**src/rtl/shift_window_buffer.sv**
```systemverilog
// shift_window_buffer
// Builds vertical tap columns from a row-major pixel stream. Every accepted
// pixel is pushed into a shift chain; the tap column presented downstream
// holds the new pixel plus the pixels j*d rows above it, for j = 1..TAP_NUMBER-1.
// The row dilation d is latched from the first pixel of each frame.
//
// Optional build macro: SHIFT_WINDOW_EARLY_VALID_EN
//   defined   -> a column is produced for every accepted pixel. Lanes whose
//                source pixel lies above the top of the frame read as zero.
//   undefined -> columns start only once the full tap height has been seen.
//
// state  | meaning
// IDLE   | no pixel of the current frame accepted yet (fill count 0)
// FILL   | some pixels accepted, tap column not yet complete
// STREAM | window full, every accept produces a full column

module shift_window_buffer #(
    parameter int DATA_WIDTH   = 8,
    parameter int TAP_NUMBER   = 3,
    parameter int TILE_WIDTH   = 32,
    parameter int MAX_DILATION = 4
) (
    input  logic                             clk,
    input  logic                             rst,
    input  logic                             clear,
    input  logic [2:0]                       dilation_i,
    input  logic                             s_valid_i,
    output logic                             s_ready_o,
    input  logic [DATA_WIDTH-1:0]            s_data_i,
    output logic                             m_valid_o,
    input  logic                             m_ready_i,
    output logic [TAP_NUMBER*DATA_WIDTH-1:0] m_tap_data_o,
    output logic                             cfg_err_o
);

    localparam int         CHAIN_LEN = (TAP_NUMBER - 1) * MAX_DILATION * TILE_WIDTH;
    localparam int         CNT_W     = $clog2(CHAIN_LEN + 2);
    localparam logic [2:0] MAX_DIL_3 = 3'(MAX_DILATION);

    typedef enum logic [1:0] {
        IDLE   = 2'd0,
        FILL   = 2'd1,
        STREAM = 2'd2
    } state_t;

    state_t                            state_q, state_d;
    logic [CNT_W-1:0]                  cnt_q, cnt_d;
    logic [CNT_W-1:0]                  cnt_post;
    logic [CNT_W-1:0]                  required;
    logic [2:0]                        dil_q, dil_d;
    logic [2:0]                        dil_use;
    logic                              dil_legal;
    logic                              cfg_err_q, cfg_err_d;
    logic                              valid_q, valid_d;
    logic [TAP_NUMBER*DATA_WIDTH-1:0]  tap_q, tap_d;
    logic                              accept;

    logic [DATA_WIDTH-1:0]             chain_q [CHAIN_LEN];
    logic [DATA_WIDTH-1:0]             lane_src [TAP_NUMBER];

    // A new pixel can enter whenever the output slot is free or being drained.
    assign s_ready_o = (!valid_q || m_ready_i) && !clear && !rst;
    assign accept    = s_valid_i && s_ready_o;
    assign dil_legal = (dilation_i != 3'd0) && (dilation_i <= MAX_DIL_3);

    // Dilation in force for the current accept: sampled in IDLE, latched otherwise.
    always_comb begin
        dil_use = dil_q;
        if (state_q == IDLE) begin
            dil_use = dil_legal ? dilation_i : 3'd1;
        end
    end

    // Fill target for the active dilation and the saturating post-accept count.
    always_comb begin
        required = CNT_W'((TAP_NUMBER - 1) * TILE_WIDTH * int'(dil_use) + 1);
        cnt_post = (cnt_q == required) ? cnt_q : cnt_q + CNT_W'(1);
    end

    // Pick the pixel j*d rows back for each upper lane; lane 0 is the incoming pixel.
    always_comb begin
        for (int j = 0; j < TAP_NUMBER; j++) begin
            lane_src[j] = '0;
        end
        lane_src[0] = s_data_i;
        for (int j = 1; j < TAP_NUMBER; j++) begin
            lane_src[j] = chain_q[j * TILE_WIDTH - 1];
            for (int dd = 2; dd <= MAX_DILATION; dd++) begin
                if (dil_use == 3'(dd)) begin
                    lane_src[j] = chain_q[j * dd * TILE_WIDTH - 1];
                end
            end
        end
    end

    // Next tap column: loaded on accept, otherwise held so it stays stable under backpressure.
    always_comb begin
        tap_d = tap_q;
        if (accept) begin
            for (int j = 0; j < TAP_NUMBER; j++) begin
`ifdef SHIFT_WINDOW_EARLY_VALID_EN
                // Source pixel above the frame top: pad with zero.
                if ((j * TILE_WIDTH * int'(dil_use)) >= int'(cnt_post)) begin
                    tap_d[j*DATA_WIDTH +: DATA_WIDTH] = '0;
                end else begin
                    tap_d[j*DATA_WIDTH +: DATA_WIDTH] = lane_src[j];
                end
`else
                tap_d[j*DATA_WIDTH +: DATA_WIDTH] = lane_src[j];
`endif
            end
        end
    end

    // Frame sequencing: fill count, state, dilation latch, error flag and output valid.
    always_comb begin
        state_d   = state_q;
        cnt_d     = cnt_q;
        dil_d     = dil_q;
        cfg_err_d = cfg_err_q;
        valid_d   = valid_q;
        if (clear) begin
            state_d = IDLE;
            cnt_d   = '0;
            valid_d = 1'b0;
        end else if (accept) begin
            cnt_d   = cnt_post;
            state_d = (cnt_post == required) ? STREAM : FILL;
            if (state_q == IDLE) begin
                dil_d = dil_use;
                if (!dil_legal) begin
                    cfg_err_d = 1'b1;
                end
            end
`ifdef SHIFT_WINDOW_EARLY_VALID_EN
            valid_d = 1'b1;
`else
            valid_d = (cnt_post == required);
`endif
        end else if (m_ready_i) begin
            valid_d = 1'b0;
        end
    end

    // Control and output registers with synchronous reset.
    always_ff @(posedge clk) begin
        if (rst) begin
            state_q   <= IDLE;
            cnt_q     <= '0;
            dil_q     <= 3'd1;
            cfg_err_q <= 1'b0;
            valid_q   <= 1'b0;
            tap_q     <= '0;
        end else begin
            state_q   <= state_d;
            cnt_q     <= cnt_d;
            dil_q     <= dil_d;
            cfg_err_q <= cfg_err_d;
            valid_q   <= valid_d;
            tap_q     <= tap_d;
        end
    end

    // Pixel history; contents are only meaningful up to the fill count, so no reset.
    always_ff @(posedge clk) begin
        if (accept) begin
            chain_q[0] <= s_data_i;
            for (int k = 1; k < CHAIN_LEN; k++) begin
                chain_q[k] <= chain_q[k-1];
            end
        end
    end

    assign m_valid_o    = valid_q;
    assign m_tap_data_o = tap_q;
    assign cfg_err_o    = cfg_err_q;

endmodule

```
**config.mk**
```make
export PLATFORM = sky130hd
export DESIGN_NAME = shift_window_buffer
export DESIGN_NICKNAME = d
export VERILOG_FILES = /design/src/rtl/shift_window_buffer.sv
export SDC_FILE = /design/constraint.sdc
export NUM_CORES = 1
export LEC_CHECK = 0
export CORE_MARGIN = 3
export CORE_UTILIZATION = 35
export CTS_BUF_LIST = sky130_fd_sc_hd__clkbuf_8
export DETAILED_ROUTE_END_ITERATION = 16
export PLACE_DENSITY = 0.5
export SLEW_MARGIN = 10
export SYNTH_ARGS = -nofsm -noshare
export SYNTH_HDL_FRONTEND = slang
export SYNTH_SLANG_ARGS = --single-unit
```
**constraint.sdc**
```tcl
create_clock -name clk -period 234.9 [get_ports clk]
set_input_delay 70.47 -clock clk [delete_from_list [all_inputs] [get_ports clk]]
set_output_delay 70.47 -clock clk [all_outputs]
set_load 0.01 [all_outputs]
```
==> impl_results.md <==
* Slew headroom at approximately 22%
* First-pass GRT wire length at approximately 130000 µm
* Clk buf depth at 4
* Max Transition Viols Final at 0
* Least-Margin Pin Slew at around 1200 ps
* Number of stages on the worst hold path at 0
* Kind of path behind the tightest hold check: reg -> reg
* Global placement routability congestion at ~0.73
* Number of buffers added by the clock tree synthesis step at 325
* Sum of routed wire length over all layers at 83300 µm
* Global-route total usage across every layer at between 8 and 9%
* Number of warning messages in the yosys log at 0
* Signed area change from the synthesized netlist to the final layout at 14.1%
* Global route total overflow at 0
* Class of the most critical setup path: in -> out
* Synthesized instance count at 2349
* Floorplan die height at about 430 µm
* Main synth FF type: edfxtp_1
* Mean cell area of the mapped netlist at 27.2 µm²
* Post-synth EDFFs at just over 2000
* Cell with the largest stage delay on the worst path: clkdlybuf4s50_1
* Pin count of the biggest net entering global routing at 220
* Die Footprint at 188000 µm²
* Final HPWL DP at about 37000 µm
* Worst Path Arrival at ~72000 ps
* Antenna Nets Post-Route at 0
* Category of the worst setup path capture point: output port
* TritonCTS clock tree: done
* Max Fanout on Critical Path at 30
* Clock power frac at between 30 and 40%
* Number of flip-flops and latches in the synthesized netlist at 2088
* Number of antenna violations at the first check in global routing at 5
* Internal power component at 551 µW
* Setup slack after placement at between 90000 and 100000 ps
* Leakage component of the power at roughly 23 nW
* Pwr dens at roughly 9.5 nW/µm²
* Minimum clock period at approximately 140000 ps
* Initial cell density of the core at 35.3%
* Portion of the clock cycle consumed by the worst path in the final layout at between 60% and 70%
* Cell type with the highest aggregate area in the netlist: edfxtp_1
* Floorplan core area at approximately 180000 µm²
* Number of nets in the synthesized netlist at 2368
* Count of instances resized after the clock tree is built at 0
* Most common cell after layout, fill and taps aside: edfxtp_1
* Count of distinct cell types in the synthesized netlist at 56
* Area fraction of the dominant cell type after synthesis at 96.2%
* Sequential fraction of the synthesis area at between 90% and 100%
* Launching element type of the critical path: input pin
* Worst path most repeated cell: clkdlybuf4s50_1
* CP Buf/Inv Count at 3
* Commonest cells after routing, fill and taps aside: edfxtp_1 (2048), clkbuf_8 (335), inv_1 (116)
* Sequential cell fraction of total power at roughly 61%
* Mean routed wirelength per cell at 15.7 µm
* Via count at around 23000
* Net Switching at approximately 140 µW
* Peak clock frequency supported by timing at approximately 7.0 MHz
* Required arrival time at the worst endpoint at 164430 ps
* CTS H-tree lvls at 5
* Startpoint of the worst setup timing path: rst
* Result of the run: completed
* Reg2reg start: m_valid_o
* Final count of hold timing violations at 0
* RSZ-0062 raised after global routing: no
* Layout cell share with drive strength beyond 1 at between 10 and 15%
* Synth async-reset ratio at 0%
* Count of input and output buffers at 42
* Via count of the first global-routing pass at between 20000 and 25000
* Total Negative Setup Slacks at 0 ps
* Root buffer cell: clkbuf_8
* Net count of the finished layout at 2736
* Clock Skew at 46.0 ps
* Smallest setup slack after layout at about 90000 ps
* Count of placed standard cells including taps at 4760
* Minimum setup slack among reg-to-reg paths at roughly 230000 ps
* Buffers inserted by post-CTS timing repair at 0
* Cell chain of the critical path: clkdlybuf4s50_1 -> buf_4 -> or2_1 -> nor2_1 -> clkdlybuf4s50_1
* Startpoint of the tightest hold check path: chain_q[5][21]
* Leading cell types by total area after synthesis: edfxtp_1 (96%), dfxtp_1 (1.3%), mux2i_1 (0.50%)
* DRC violations left at 0
* IR drop worst, VDD at 0.00000423 V
* # setup viols final at 0
* TritonCTS sink count at roughly 2100
* Post-layout instance count excluding filler cells at 5314
* Max-cap viol count at 0
* Hold-fix buffers at CTS at 0
* Die Span X at roughly 430 µm
* Average vias per placed instance at ~4.3
* Floorplan row count at 156
* Cell area after synthesis at 63900 µm²
* Reg-to-Reg End: chain_q[6][12]
* Hold Path Sink: chain_q[5][29]
* Number of cells on the worst reg-to-reg path at 7
* Total design power at ~690 µW
* Net switching fraction of the power at ~20%
* Kind of cell adding the most delay to the critical path: buffers and inverters
* Number of violations reported at the end of detailed-routing iteration 0 at roughly 2000
* Cell Area, Placed at approximately 67000 µm²
* Number of placed I/O pins at 43
* Finished Cell Area at between 70000 and 80000 µm²
* Combinational power share at about 1.2%
* Clock latency on the worst-skew pair at between 900 and 1000 ps
* Worst path max stage delay at 610 ps
* Clock transition at the registers of the reported paths at around 60 ps
* Iteration count of the initial detailed-routing pass at 5
-- cell families after synthesis --
family	Yosys count	synth area share (%)
xor gates and xnor gates	6	0.0822
muxes	32	0.501
adders and majority gates	3	0.0587
and+or+nand+nor	113	0.846
buffers and inverters	24	0.182
DFF	2088	97.5
AOI/OAI and AO/OA	83	0.875
-- per-stage QoR --
stage                     utilization (%)  hold WS, ps
after global placement               37.2          400
after CTS                            40.3          371
final                                40.3          383
after detailed placement             37.2          405
after global routing                 40.3          393
after floorplan                         -          400
-- sequential cells by signal, summed over array words and instances, names as in the netlist --
name / flops
state_q: 2
dil_q: 3
cnt_q: 9
chain_q: 2048
m_tap_data_o: 24
m_valid_o: 1
cfg_err_o: 1
-- power by group through the flow --
stage / Sequential, mW / Combinational [mW] / Clock, mW
2_1_floorplan: 0.458 / 0.00520 / 0
3_3_place_gp: 0.428 / 0.00781 / 0
3_5_place_dp: 0.428 / 0.00822 / 0
4_1_cts: 0.420 / 0.00817 / 0.276
5_1_grt: 0.421 / 0.00887 / 0.293
6_report: 0.420 / 0.00797 / 0.262
-- per-layer routing --
metal	GRT usage, %	vias to the layer above	routed length (µm)
li1	-	10303	-
met1	13.3	11613	41000
met2	11.5	530	34900
met3	2.88	277	4330
met4	4.94	0	3010
met5	0	-	0
-- worst max-delay path by stage --
stage           endpoint  slack [ps]  depth (start not counted)
6_report       s_ready_o       91990                          5
2_1_floorplan  s_ready_o       93360                          3
3_5_place_dp   s_ready_o       92020                          5
5_1_grt        s_ready_o       91950                          5
4_1_cts        s_ready_o       92010                          5
3_3_place_gp   s_ready_o       91990                          5
-- cells in the mapped netlist (all sizes together), types with 2 or more instances --
| cell type | n |
|---|---|
| clkbuf | 12 |
| nand3 | 5 |
| a211oi | 16 |
| nor2 | 30 |
| edfxtp | 2048 |
| or3 | 5 |
| nand2 | 44 |
| and2 | 2 |
| a211o | 2 |
| a21boi | 3 |
| and3 | 4 |
| o21ba | 2 |
| or2 | 3 |
| nor2b | 5 |
| inv | 5 |
| ha | 3 |
| xor2 | 4 |
| dfxtp | 40 |
| nor3 | 4 |
| o21ai | 25 |
| mux2i | 32 |
| a21oi | 19 |
| o41ai | 2 |
| xnor2 | 2 |
| buf | 7 |
| nor3b | 3 |
| a41o | 2 |
-- final cells by class --
class / instances / area (µm²)
timing repair buffer: 60 / 618
sequential: 2088 / 62300
fill: 15700 / 108000
tap: 2370 / 2970
clock inverter: 214 / 903
antenna: 5 / 12.5
multi-input combinational: 237 / 1510
clock buffer: 335 / 4610
inverter: 5 / 26.3
-- worst reg2reg max path: stages, from the launching register on --
cell,delay (ps)
dfxtp_1,320
nor2b_1,160
nor2_1,230
nand2_2,350
inv_8,820
buf_4,950
buf_12,860
buf_4,1120
No activity file was read; power rests on OpenSTA's default activity.
